<file path="src/rtl/oled_sel_pkg.sv">
// Shared selector codes, colours and state encoding for the OLED pixel-source selector.
package oled_sel_pkg;

  typedef logic [2:0] sel_t;

  localparam sel_t SEL_A   = 3'd0;
  localparam sel_t SEL_B   = 3'd1;
  localparam sel_t SEL_C   = 3'd2;
  localparam sel_t SEL_D   = 3'd3;
  localparam sel_t SEL_INV = 3'd4;

  localparam logic [15:0] COL_BLACK   = 16'h0000;
  localparam logic [15:0] COL_MAGENTA = 16'hF81F;

  localparam logic [0:0] ST_RUN   = 1'b0;
  localparam logic [0:0] ST_BLANK = 1'b1;

  // Only a single raised switch selects a source; anything else is invalid.
  function automatic sel_t decode_sw(input logic [3:0] sw);
    case (sw)
      4'b0001: return SEL_A;
      4'b0010: return SEL_B;
      4'b0100: return SEL_C;
      4'b1000: return SEL_D;
      default: return SEL_INV;
    endcase
  endfunction

endpackage

</file>
<file path="src/rtl/sel_stability_filter.sv">
// Synchronises the slide switches, decodes them and qualifies the selection
// over consecutive frame_begin samples.
module sel_stability_filter
  import oled_sel_pkg::*;
#(
  parameter int STABLE_FRAMES = 3
) (
  input  logic       clk,
  input  logic       reset_n,
  input  logic       frame_begin,
  input  logic [3:0] sw,
  output sel_t       candidate,
  output logic       qualified
);

  localparam int CW = $clog2(STABLE_FRAMES + 2);

  logic [3:0]    sync1_q, sync1_d;
  logic [3:0]    sync2_q, sync2_d;
  sel_t          cand_q, cand_d;
  sel_t          dec;
  logic [CW-1:0] stable_q, stable_d;

  always_comb begin
    sync1_d  = sw;
    sync2_d  = sync1_q;
    dec      = decode_sw(sync2_q);
    cand_d   = cand_q;
    stable_d = stable_q;
    if (frame_begin) begin
      if (dec == cand_q) begin
        if (stable_q < CW'(STABLE_FRAMES)) stable_d = stable_q + CW'(1);
      end else begin
        cand_d   = dec;
        stable_d = CW'(1);
      end
    end
    // The commit FSM acts on this edge, so it sees the next-state values.
    candidate = cand_d;
    qualified = frame_begin && (stable_d == CW'(STABLE_FRAMES));
  end

  always_ff @(posedge clk or negedge reset_n) begin
    if (!reset_n) begin
      sync1_q  <= 4'b0000;
      sync2_q  <= 4'b0000;
      cand_q   <= SEL_INV;
      stable_q <= '0;
    end else begin
      sync1_q  <= sync1_d;
      sync2_q  <= sync2_d;
      cand_q   <= cand_d;
      stable_q <= stable_d;
    end
  end

endmodule

</file>
<file path="src/rtl/oled_source_selector.sv">
// Frame-synchronous pixel-source selector: commits a qualified switch selection
// on frame_begin, blanks for whole frames after a change and registers the pixel.
module oled_source_selector
  import oled_sel_pkg::*;
#(
  parameter int          STABLE_FRAMES  = 3,
  parameter int          BLANK_FRAMES   = 2,
  parameter logic [15:0] INVALID_COLOUR = COL_MAGENTA,
  parameter logic [15:0] BLANK_COLOUR   = COL_BLACK
) (
  input  logic        clk,
  input  logic        reset_n,
  input  logic        frame_begin,
  input  logic [3:0]  sw,
  input  logic [15:0] data_a,
  input  logic [15:0] data_b,
  input  logic [15:0] data_c,
  input  logic [15:0] data_d,
  output logic [15:0] pixel_data,
  output logic [2:0]  active_sel,
  output logic        switching
);

  localparam int BW = $clog2(BLANK_FRAMES + 2);

  sel_t          candidate;
  logic          qualified;
  logic [0:0]    state_q, state_d;
  sel_t          active_q, active_d;
  logic [BW-1:0] blank_q, blank_d;
  logic [15:0]   pixel_q, pixel_d;
  logic          switching_q, switching_d;

  sel_stability_filter #(.STABLE_FRAMES(STABLE_FRAMES)) u_filter (
    .clk        (clk),
    .reset_n    (reset_n),
    .frame_begin(frame_begin),
    .sw         (sw),
    .candidate  (candidate),
    .qualified  (qualified)
  );

  always_comb begin
    state_d  = state_q;
    active_d = active_q;
    blank_d  = blank_q;
    if (frame_begin) begin
      if (state_q == ST_RUN) begin
        if (qualified && (candidate != active_q)) begin
          active_d = candidate;
          if (BLANK_FRAMES > 0) begin
            state_d = ST_BLANK;
            blank_d = BW'(BLANK_FRAMES);
          end
        end
      end else if (blank_q == BW'(1)) begin
        state_d = ST_RUN;
      end else begin
        blank_d = blank_q - BW'(1);
      end
    end
    switching_d = (state_d == ST_BLANK);

    if (state_q == ST_BLANK) begin
      pixel_d = BLANK_COLOUR;
    end else begin
      case (active_q)
        SEL_A:   pixel_d = data_a;
        SEL_B:   pixel_d = data_b;
        SEL_C:   pixel_d = data_c;
        SEL_D:   pixel_d = data_d;
        default: pixel_d = INVALID_COLOUR;
      endcase
    end
  end

  always_ff @(posedge clk or negedge reset_n) begin
    if (!reset_n) begin
      state_q     <= ST_RUN;
      active_q    <= SEL_INV;
      blank_q     <= '0;
      pixel_q     <= 16'h0000;
      switching_q <= 1'b0;
    end else begin
      state_q     <= state_d;
      active_q    <= active_d;
      blank_q     <= blank_d;
      pixel_q     <= pixel_d;
      switching_q <= switching_d;
    end
  end

  assign pixel_data = pixel_q;
  assign active_sel = active_q;
  assign switching  = switching_q;

endmodule

</file>
<file path="config.mk">
export PLATFORM = sky130hd
export DESIGN_NAME = oled_source_selector
export DESIGN_NICKNAME = d
export VERILOG_FILES = /design/src/rtl/oled_sel_pkg.sv /design/src/rtl/sel_stability_filter.sv /design/src/rtl/oled_source_selector.sv
export SDC_FILE = /design/constraint.sdc
export NUM_CORES = 1
export LEC_CHECK = 0
export BUFFER_PORTS_ARGS = -buffer_cell sky130_fd_sc_hd__buf_2
export CORE_ASPECT_RATIO = 0.9
export CORE_MARGIN = 4
export CORE_UTILIZATION = 30
export CTS_CLUSTER_SIZE = 16
export DETAILED_ROUTE_END_ITERATION = 10
export GPL_TIMING_DRIVEN = 1
export SYNTH_ARGS = -nofsm -noshare
export SYNTH_HDL_FRONTEND = slang
export SYNTH_HIERARCHICAL = 1
export SYNTH_SLANG_ARGS = --single-unit
</file>
<file path="constraint.sdc">
create_clock -name clk -period 2.7 [get_ports clk]
set_input_delay 0.27 -clock clk [delete_from_list [all_inputs] [get_ports clk]]
set_output_delay 0.27 -clock clk [all_outputs]
set_load 0.05 [all_outputs]
</file>
==> flow_summary_export.csv <==
group,metric,value,unit
run_status,outcome,"completed",
sta,grt_setup_unrepaired,"no",
placed_design,numPortBuffers,90,
yosys,synth_edf_count,0,
floorplanning,die_h,84.8,um
global_routing,grt_pass1_vias,1697,
floorplanning,coreArea,0.00625,mm2
yosys,ys.flop_type,"dfrtp_1",
sta,finalSetupViolCount,0,
floorplanning,die_area,0.00791,mm2
sta,hold_ws,0.0622,ns
drt,first_iter_violations,26,
floorplanning,rows,27,
run,drv_cap,0,
yosys,syn_nets,244,
drt,wl_per_cell,13.7,um
final_layout,seqCellArea,903,um2
final_layout,multi_input_area,970,um2
yosys,avgSynthCellArea,11.5,um2
global_routing,grt_max_degree,37,
sta,worst_pin_slew,0.793,ns
worst_setup_path,path_class,"reg2reg",
final_layout,drive_gt1_frac,0.456,
worst_setup_path,required,2.87,ns
final_layout,fill_cells,622,
yosys,yosysTopAreaCellShare,0.433,
sta,slew_violations,0,
sta,fin_skew,0.00471,ns
cts,post_cts_buffers,0,
yosys,netlist_area,0.00197,mm2
drt,wirelength,4790,um
cts,numClockSinks,36,
worst_setup_path,worstSetupEndpointType,"flip-flop",
cts,cts_buffer_depth,2,
drt,ant_nets,0,
placed_design,dpl.hpwl,3740,um
yosys,ys_seq_area_frac,0.460,
sta,slew_headroom,0.471,
sta,timing.fmax,389,MHz
drt,drt-pass1-iter-count,4,
drt,vias,1644,
global_routing,antenna_found_initial,0,
power,fin_total_pwr,2.73,mW
worst_setup_path,crit_path_start_kind,"flip-flop",
cts,clock_latency,0.28,ns
worst_setup_path,rrSetupSlack,0.13,ns
final_layout,synthToLayoutAreaGrowth,31.7,%
worst_setup_path,reg2reg_to,"blank_q[0]",
drt,drc_errors,0,
global_routing,grt_pass1_wl,8150,um
sta,fin_tns_setup,0,ns
global_routing,track_usage,0.130,
yosys,ys_warn_count,6,
worst_setup_path,crit_start,"u_filter/sync2_q[1]",
cts,htree_levels,2,
worst_setup_path,cp_data_arrival_time,2.74,ns
cts,cts_buffers,5,
worst_setup_path,reg2reg_depth,8,
yosys,synth_seq_cells,36,
yosys,syn_inst,171,
sta,period_minus_slack,2.57,ns
yosys,synth_top_cell_by_area,"dfrtp_1",
cts,cts_tree,"yes",
floorplanning,die_x,93.3,um
final_layout,n_antenna_cell,0,
worst_setup_path,cp_max_fo,3,
worst_setup_path,r2r_start,"u_filter/sync2_q[1]",
power,vdd_drop_max,324,uV
drt,vias_per_cell,4.70,
min_path,min_path_type,"in2async",
cts,root_buffer,"clkbuf_8",
global_routing,grt_overflow_total,0,
yosys,synth_cell_types,40,
sta,hold_viol,0,
power,leakage,1.21,nW
worst_setup_path,cp-endpoint,"blank_q[0]",
placed_design,routabilityCongestion,0.825,
cts,clkTransAtPathRegs,0.08,ns
final_layout,nets,335,
power,powerDensity,1050,mW/mm2
sta,post-route-period-util,0.952,
yosys,ys_async_sr_fraction,1.00,
floorplanning,ioPinCount,91,
floorplanning,start_util,0.315,
yosys,yosys-top-cells-area,"dfrtp_1 43%, mux4_1 6.7%, mux2i_1 6.6%",
-- layer usage --
metal,global-route usage,up-vias,wire length [um]
met1,0.160,786,2010
met2,0.216,50,2450
met3,0.0403,4,273
met5,0,-,0
met4,0.0426,0,55
li1,-,804,-
-- cell usage after synthesis (all sizes together), types with 4 or more instances --
library cell,n
clkbuf,4
buf,6
o22ai,9
dfrtp,34
nand3,5
xor2,4
and2,6
mux2,6
o21ai,4
mux2i,13
nand2,5
inv,7
mux4,9
nor2,21
nor3,4
a21oi,7
-- final cells by class --
| type | count | share of cell area |
|---|---|---|
| clock buffers | 5 | 0.0266 |
| well taps | 87 | 0.0420 |
| inverters | 7 | 0.0101 |
| flip-flops and latches | 36 | 0.349 |
| repair buffers | 94 | 0.190 |
| multi-input cells | 118 | 0.375 |
| clock inverters | 3 | 0.00725 |
-- metrics by stage --
step	instance area [um2]	util	cells	worst slack (ns)
2_1_floorplan	1970	-	171	0.158
3_3_place_gp	2490	0.398	342	0.168
3_5_place_dp	2490	0.398	342	0.121
4_1_cts	2580	0.412	350	0.0999
5_1_grt	2590	0.414	350	0.0120
6_report	2590	0.414	350	0.130
-- where the power goes --
| part | leakage [nW] | internal [mW] | switching (mW) | total, mW |
|---|---|---|---|---|
| registers | 0.426 | 0.718 | 0.184 | 0.903 |
| clock network | 0.0479 | 0.180 | 0.198 | 0.378 |
| logic | 0.735 | 0.558 | 0.890 | 1.45 |
| total | 1.21 | 1.46 | 1.27 | 2.73 |
-- worst min-delay path by stage --
stage	end	slack (ns)	cells after the start
6_report	u_filter/sync1_q[2]	0.06	1
5_1_grt	u_filter/sync1_q[3]	0.06	1
4_1_cts	u_filter/sync1_q[0]	0.07	1
3_5_place_dp	u_filter/sync2_q[0]	0.33	0
3_3_place_gp	u_filter/sync2_q[3]	0.33	0
2_1_floorplan	active_sel[0]	-0.03	0
-- worst max-delay path: stages (launching register included) --
cell,delay [ns]
dfrtp_1,0.37
or3_1,0.40
a311oi_1,0.29
a311oi_1,0.12
o31ai_1,0.29
mux2_2,0.41
xor2_2,0.15
o31ai_1,0.09
a311o_1,0.35
-- kinds of logic after synthesis --
logic type	after synthesis	synth area share
xor gates and xnor gates	5	0.0223
buffers and inverters	17	0.0535
adders and majority gates	2	0.0127
and+or+nand+nor	54	0.144
AOI/OAI and AO/OA	29	0.0948
DFF	36	0.460
muxes	28	0.213
-- cells in the final DEF (no fill, tap or decap), types with 2 or more instances in the layout --
cell	instances
xor2_1	3
o21ai_0	3
nand2b_1	2
mux4_1	5
mux4_2	4
buf_4	3
mux2_2	6
nor2b_1	2
a21oi_1	7
dfstp_2	2
nand3_1	5
o31ai_1	2
buf_2	90
dfrtp_1	34
a311oi_1	2
nand2_1	5
clkbuf_8	5
clkinv_2	2
ha_1	2
inv_1	7
nor2_1	21
o22ai_1	9
and2_1	6
nor3_1	3
mux2i_1	13
-- state kept, by name, summed over array words and instances (netlist names) --
name,flops
pixel_data,16
u_filter/sync1_q,4
u_filter/sync2_q,4
active_sel,3
u_filter/cand_q,3
u_filter/stable_q,3
blank_q,2
switching,1
-- what timing repair did --
| item | CTS | global route |
|---|---|---|
| gates resized for setup | 0 | 3 |
| endpoints found under the setup margin | 0 | 2 |
| hold buffers | 0 | 0 |
Power figures use the tool's default switching activity.
